`config.mk`:
```
export PLATFORM = sky130hd
export DESIGN_NAME = stream_demux_n
export DESIGN_NICKNAME = d
export VERILOG_FILES = /design/src/rtl/stream_demux_n.sv
export SDC_FILE = /design/constraint.sdc
export NUM_CORES = 1
export LEC_CHECK = 0
export ABC_AREA = 1
export BUFFER_PORTS_ARGS = -buffer_cell sky130_fd_sc_hd__buf_2
export CAP_MARGIN = 15
export CORE_ASPECT_RATIO = 0.6
export CORE_MARGIN = 10
export CORE_UTILIZATION = 35
export CTS_BUF_LIST = sky130_fd_sc_hd__clkbuf_4 sky130_fd_sc_hd__clkbuf_8
export CTS_CLUSTER_DIAMETER = 60
export DETAILED_ROUTE_END_ITERATION = 7
export GPL_TIMING_DRIVEN = 0
export SETUP_SLACK_MARGIN = 0.5
export SLEW_MARGIN = 20
export SYNTH_ARGS = -nofsm -noshare
export SYNTH_HDL_FRONTEND = slang
export SYNTH_SLANG_ARGS = --single-unit
```
`constraint.sdc`:
```
create_clock -name clk -period 4.32 [get_ports clk]
set_clock_uncertainty 0.1 [all_clocks]
set_input_delay 0.216 -clock clk [delete_from_list [all_inputs] [get_ports clk]]
set_output_delay 0.216 -clock clk [all_outputs]
set_load 0.01 [all_outputs]
```
`src/rtl/stream_demux_n.sv`:
```
`default_nettype none
// ============================================================================
// Module   : stream_demux_n
// Purpose  : Packet-aware 1-to-N valid/ready stream demultiplexer. The first
//            word of a packet picks the destination channel from sel. That
//            route is held until the word carrying inLast has been accepted.
//            Each channel has a single output register, so latency is one
//            cycle. Words that select a channel that does not exist are
//            accepted, discarded and counted in a saturating error counter.
// Ports    : clk      - clock, rising edge
//            rst_n    - asynchronous active-low reset
//            inPort   - input data word (WIDTH)
//            inValid  - input word offered
//            inLast   - offered word closes its packet
//            inReady  - input word accepted this cycle when inValid is high
//            sel      - destination channel, sampled on the first packet word
//            outPort  - channel k data in bits [k*WIDTH +: WIDTH]
//            outValid - per-channel valid
//            outLast  - per-channel last flag
//            outReady - per-channel downstream ready
//            errCount - words dropped because of an out-of-range select
// Revision : 1.0 - initial release
// ============================================================================
module stream_demux_n #(
  parameter int WIDTH    = 16,
  parameter int CHANNELS = 4,
  parameter int SELW     = 2,
  parameter int ERRW     = 8
) (
  input  logic                      clk,
  input  logic                      rst_n,
  input  logic [WIDTH-1:0]          inPort,
  input  logic                      inValid,
  input  logic                      inLast,
  output logic                      inReady,
  input  logic [SELW-1:0]           sel,
  output logic [CHANNELS*WIDTH-1:0] outPort,
  output logic [CHANNELS-1:0]       outValid,
  output logic [CHANNELS-1:0]       outLast,
  input  logic [CHANNELS-1:0]       outReady,
  output logic [ERRW-1:0]           errCount
);

  typedef enum logic [0:0] {
    ST_IDLE = 1'b0,
    ST_PKT  = 1'b1
  } state_t;

  localparam logic [31:0] NUM_CH = CHANNELS;

  state_t          state;
  logic [SELW-1:0] curSel;
  logic [1:0]      rst_sync;
  logic            run;
  logic [SELW-1:0] route;
  logic [31:0]     route_ext;
  logic            route_ok;
  logic            route_ready;
  logic            accept;

  // Two-stage release synchroniser: the block stays closed until the second
  // rising edge after rst_n deasserts, so inReady never rises asynchronously.
  always_ff @(posedge clk or negedge rst_n) begin
    if (!rst_n) begin
      rst_sync <= 2'b00;
    end else begin
      rst_sync <= {rst_sync[0], 1'b1};
    end
  end

  assign run = rst_sync[1];

  // The destination is locked once a packet has started.
  assign route     = (state == ST_PKT) ? curSel : sel;
  assign route_ext = {{(32-SELW){1'b0}}, route};
  assign route_ok  = (route_ext < NUM_CH);

  // Space on the routed channel: empty now, or being drained this cycle.
  always_comb begin
    route_ready = 1'b1;
    for (int k = 0; k < CHANNELS; k++) begin
      if (route_ext == 32'(k)) begin
        route_ready = !outValid[k] || outReady[k];
      end
    end
  end

  // Out-of-range words are always taken so that they can be discarded.
  assign inReady = run && (!route_ok || route_ready);
  assign accept  = inValid && inReady;

  generate
    for (genvar k = 0; k < CHANNELS; k++) begin : g_chan
      logic             load;
      logic [WIDTH-1:0] data_q;
      logic             last_q;
      logic             valid_q;

      assign load = accept && route_ok && (route_ext == 32'(k));

      // Data and last are cleared whenever the slot empties, so an idle
      // channel always reads as zero rather than showing stale data.
      always_ff @(posedge clk or negedge rst_n) begin
        if (!rst_n) begin
          data_q  <= '0;
          last_q  <= 1'b0;
          valid_q <= 1'b0;
        end else if (load) begin
          data_q  <= inPort;
          last_q  <= inLast;
          valid_q <= 1'b1;
        end else if (outReady[k]) begin
          data_q  <= '0;
          last_q  <= 1'b0;
          valid_q <= 1'b0;
        end
      end

      assign outPort[k*WIDTH +: WIDTH] = data_q;
      assign outLast[k]                = last_q;
      assign outValid[k]               = valid_q;
    end
  endgenerate

  // Saturating count of discarded words.
  always_ff @(posedge clk or negedge rst_n) begin
    if (!rst_n) begin
      errCount <= '0;
    end else if (accept && !route_ok && (errCount != {ERRW{1'b1}})) begin
      errCount <= errCount + ERRW'(1);
    end
  end

  // Packet framing: follows inLast even for discarded words.
  always_ff @(posedge clk or negedge rst_n) begin
    if (!rst_n) begin
      state  <= ST_IDLE;
      curSel <= '0;
    end else if (accept) begin
      case (state)
        ST_IDLE: begin
          if (!inLast) begin
            state  <= ST_PKT;
            curSel <= sel;
          end
        end
        ST_PKT: begin
          if (inLast) begin
            state <= ST_IDLE;
          end
        end
        default: state <= ST_IDLE;
      endcase
    end
  end

endmodule
`default_nettype wire

```
Word level (Yosys, flattened, before mapping)
Cells that the tools add are included.
Word-level totals
  bits in registers: 85
  bits of input ports: 26
  output and inout port bits: 81
  logic and storage cells: 75
Operators by class
  $add $sub $neg: 1
  magnitude comparators: 1
  eq/ne operators: 4
  muxes and demuxes: 26
  bitwise operators: 2
  reduce and logical (&&, ||, !) cells: 25
Operators by type and width (number)
  16-bit two-way mux: 8
  32-bit zero test: 1
  1-bit two-way mux: 17
  1-bit logical AND: 9
  8-bit by 1-bit adder with 8-bit output (second input constant): 1
  8-bit != test (second input constant): 1
  2-bit nonzero test: 4
  1-bit zero test: 5
  1-bit logical OR: 5
  2-bit == test (second input constant): 2
  2-bit by 3-bit less-than comparator with 1-bit output (second input constant): 1
  3-bit AND reduction: 1
  2-bit by 1-bit == test with 1-bit output (second input constant): 1
  2-bit two-way mux: 1
  1-bit inverter: 2

Logic depth before layout (Yosys ltp)
  word-level depth: 12
  mapped depth: 11
  mapped depth without buffers: 11

Worst setup path before layout
Ideal clock, no wire load.
  path type: register to register
  from: register state
  to: register g_chan[0].data_q[10]
  library setup time: 119 ps
  data arrival time: 1407 ps
  data required time: 4101 ps
  slack: 2694 ps
  stages on the path, launching flop included: 11
  path buffers: 1
  period minus slack after synthesis: 1626 ps
  cell sequence: dfrtp_1 -> inv_2 -> nand2_1 -> nand2_2 -> nand3_2 -> nand2_2 -> nor2_8 -> nand4_4 -> buf_6 -> nand3_2 -> nand2_1
Between the ends
  cells in the longest elaborated chain, start to end: 12
  elaborated cells on any way between the ends: 18
  those cells by class: order compare (1); eq/ne (3); mux (6); reduce/logical (8)
Ends and longest elaborated chain
  start: declaration: RTL line 51  | state_t state;
  start signal: assignment: RTL line 137  | state <= ST_IDLE;
  start signal: assignment: RTL line 143  | state <= ST_PKT;
  start signal: assignment: RTL line 149  | state <= ST_IDLE;
  2-bit two-way mux *: RTL line 74  | assign route = (state == ST_PKT) ? curSel : sel;
  32-bit zero test: RTL line 82, 99
  1-bit two-way mux (4 in series): RTL line 82  | if (route_ext == 32'(k)) begin
  1-bit logical OR: RTL line 89  | assign inReady = run && (!route_ok || route_ready);
  1-bit logical AND: RTL line 89
  1-bit logical AND: RTL line 90  | assign accept = inValid && inReady;
  1-bit logical AND: RTL line 99  | assign load = accept && route_ok && (route_ext == 32'(k));
  1-bit logical AND *: RTL line 99
  16-bit two-way mux / 2-bit nonzero test (equally long branches)
  end signal: assignment: RTL line 109  | data_q <= inPort;
  end: declaration: RTL line 95  | logic [WIDTH-1:0] data_q;
Every way passes the cells marked *; elsewhere a longest branch is shown, timed or not.
A chain may end at the register's enable or synchronous reset.

Final worst setup path
  from: register state
  to: output inReady
Between the ends
  cells in the longest elaborated chain, start to end: 8
  elaborated cells on any way between the ends: 13
  those cells by class: order compare (1); eq/ne (3); mux (5); reduce/logical (4)
Ends and longest elaborated chain
  2-bit two-way mux *: RTL line 74
  32-bit zero test: RTL line 82
  1-bit two-way mux (4 in series): RTL line 82
  1-bit logical OR *: RTL line 89
  1-bit logical AND *: RTL line 89
  end: declaration: RTL line 35  | output logic inReady,
Marked as above.

==> metrics.txt <==
Pwr per Cell Area=roughly 380 mW/mm^2; CTS buffer count=9; met3 wire len=1410 um; layout net count=537; RR Endpoint=g_chan[0].data_q[8]; cell mode on critical path=nand2_2; MaxCap Viol Count=0; Hold WC Path Type=in2reg; crit share post-route=between 50% and 60%; DR DRC count=0; Avg Vias per Cell=5.18; clk buf depth=2; Max VDD drop=~0.00016 V; layout cell share with drive strength beyond 1=39.5%; Clock Tree Root=clkbuf_8; yosys synthesis warning count=0; Reg-to-Reg Start=state; most frequent cell after synthesis=nand2_1; DR iter-0 viols=220; first-pass detailed-route iteration total=4; worst-skew pair later-pin latency=between 0.3 and 0.4 ns; Max Fclk=~440 MHz; total length of routed wires=between 10000 and 15000 um; register area share after synthesis=roughly half; hold_sp=sel[1]; Starting Density=36.2%; Rel. slew slack=around 52%; CP cell instances=inv_2 > nand2_1 > nand2_2 > nand2_2 > inv_4 > nand2_2 > nand3_4 > nor2_8 > buf_6 > buf_2; final setup fails=0; Final min period=between 2 and 2.5 ns; Hold Vio Cnt, Final=0; Main synth FF type=dfrtp_1; Top-Level Pins=107; Worst setup EP type=output port; largest cells by area after synthesis=dfrtp_1 (50%), nand4_1 (11%), nand3_2 (9.9%), nand2_1 (8.2%), nand3_1 (4.4%); worst slew pin tran=a little over 0.7 ns; Worst setup endpoint=inReady; Crit Path Category=reg2out; Mean Syn Cell Area=between 9 and 10 sq um; vias=roughly 3400; post-DP HPWL=slightly below 10000 um; Sw Share=between 30 and 40%; die width=156 um; Netlist cell types=22; Crit path arrival time=between 1.5 and 2 ns; share of Yosys cell area claimed by the top area cell type=50.0%; P_sw=0.595 mW; M1 WL=~5900 um; mapped cell area=around 0.0039 sq mm; Reg2Reg Setup Slack=~2.4 ns; Layout Cells excl Fill=around 660; initial antenna violation count=0; post-CTS setup buffers=0; share of total power in the clock network=slightly above 30%; gpl congestion=just over 0.8; placed cells=between 600 and 700; Leakage=about 2.6 nW; Worst-path clk slew=approximately 0.080 ns; clock sinks=77; peak fanout along the critical path=10; max incr delay on CP=around 0.46 ns; final instance area=around 0.0048 sq mm; gr ovfl total=0; total core area=approximately 0.011 sq mm; # rows=29; final core occ=roughly 45%; Internal Power=roughly 1.2 mW; status=finished clean; first-pass GRT wire length=slightly below 20000 um; Slew Viols, Final=0; P&R area growth vs syn=24.6%; slowest library cell on the worst path=dfrtp_1; largest net degree at the start of global routing=41; CTS tree=yes; TNS Setup=0 ns; RSZ-0062 raised after global routing=no; area leader, netlist=dfrtp_1; share of flip-flops with an asynchronous set or reset=100%; Cells after Synth=about 400; max layer used=met4; chip height=101 um; Post-synth EDFFs=0; GRT Total Usage=between 15 and 20%; Critical Path Start=state; CP required=about 4.0 ns; most frequent cells after synthesis=nand2_1 (84), dfrtp_1 (77), nand4_1 (70), nand3_2 (38), nand3_1 (34); Flop pwr share=between 40% and 50%; combinational share of power=between 20% and 30%; ANT nets after route=0; # diodes=0; Post-Place Cell Area=~0.0046 sq mm; Place WS=approximately 2.4 ns; CTS H-tree depth=3; post-synthesis register bit count=77; Die Area=0.0158 sq mm; R2R cell count=7; Final WS setup=2.02 ns; post-DR wirelength/cell=between 15 and 20 um; crit path launch type=register; met2 WL=5000 um; port bufs=98; vias in the first global route=approximately 3500
per-stage QoR:
| stage | power (mW) | hold slack, ns |
|---|---|---|
| floorplan | 1.09 | -0.180 |
| detailed placement | 1.27 | 0.128 |
| global placement | 1.25 | 0.236 |
| global route | 1.90 | 0.0303 |
| finish | 1.81 | 0.0404 |
| CTS | 1.83 | 0.0243 |
layout make-up:
| class | instances | area [sq um] |
|---|---|---|
| timing repair buffer | 103 | 553 |
| clock buffer | 11 | 145 |
| inverter | 15 | 61.3 |
| buffer | 43 | 305 |
| sequential | 77 | 1930 |
| multi-input combinational | 262 | 1590 |
| tap | 139 | 174 |
| fill | 1071 | 5860 |
| clock inverter | 5 | 50.0 |
worst max-delay path: cells and delay by family, from the launching register on:
kind                   cells  cell delay, ns
and+or+nand+nor            6            0.66
buffers and inverters      4            0.49
DFF                        1            0.46
timing repair:
action / 4_1_cts / 5_1_grt
hold buffers: 4 / 0
gates resized for setup: 0 / 0
setup endpoints to repair: 0 / 0
endpoints found under the hold margin: 40 / 0
per-layer routing:
| layer | global-route usage [%] | vias to the layer above |
|---|---|---|
| li1 | - | 1591 |
| met1 | 23.1 | 1649 |
| met2 | 22.1 | 147 |
| met3 | 6.14 | 9 |
| met4 | 3.80 | 0 |
| met5 | 0 | - |
cells by family (layout without fill, tap and decap cells):
family / count (synthesis) / in the layout / share of synthesized area, %
flip-flops: 77 / 77 / 50.0
AO/OA/AOI/OAI: 4 / 4 / 0.519
AND/OR/NAND/NOR: 249 / 249 / 39.8
other: 2 / 9 / 0.195
buffers and inverters: 58 / 177 / 9.50
worst min-delay path by stage:
| stage | endpoint | depth (start not counted) |
|---|---|---|
| global placement | rst_sync[1] | 0 |
| finish | curSel[1] | 3 |
| detailed placement | g_chan[3].data_q[9] | 1 |
| CTS | curSel[1] | 3 |
| global route | state | 2 |
| floorplan | curSel[0] | 0 |
state kept, by name, summed over array words and instances (netlist names):
signal	count
g_chan.data_q	64
g_chan.last_q	4
g_chan.valid_q	4
curSel	2
rst_sync	2
state	1
cells in the final DEF (no fill, tap or decap):
cell type       n
inv_2           2
nand2_1        84
bufinv_16       1
dlygate4sd3_1   4
inv_4           2
nand3_1        34
clkbuf_4        1
inv_1           8
nor2_8          2
clkinv_2        4
nand2_2         8
nor2_2          4
clkinv_1        3
buf_12          1
dfrtp_1        77
nand3_4         1
buf_2          98
nand3_2        38
buf_1           1
o21ai_1         4
nor2_1          4
nand4_1        70
nand4_4         4
buf_6          11
buf_4          17
clkbuf_1       14
clkbuf_8       10
conb_1          9
power groups by stage:
| stage | Clock, mW | Sequential, mW | Combinational (mW) |
|---|---|---|---|
| 2_1_floorplan | 0 | 0.854 | 0.236 |
| 3_3_place_gp | 0 | 0.838 | 0.416 |
| 3_5_place_dp | 0 | 0.840 | 0.426 |
| 4_1_cts | 0.572 | 0.826 | 0.430 |
| 5_1_grt | 0.595 | 0.836 | 0.472 |
| 6_report | 0.555 | 0.826 | 0.425 |
(Power assumes the default switching activity.)
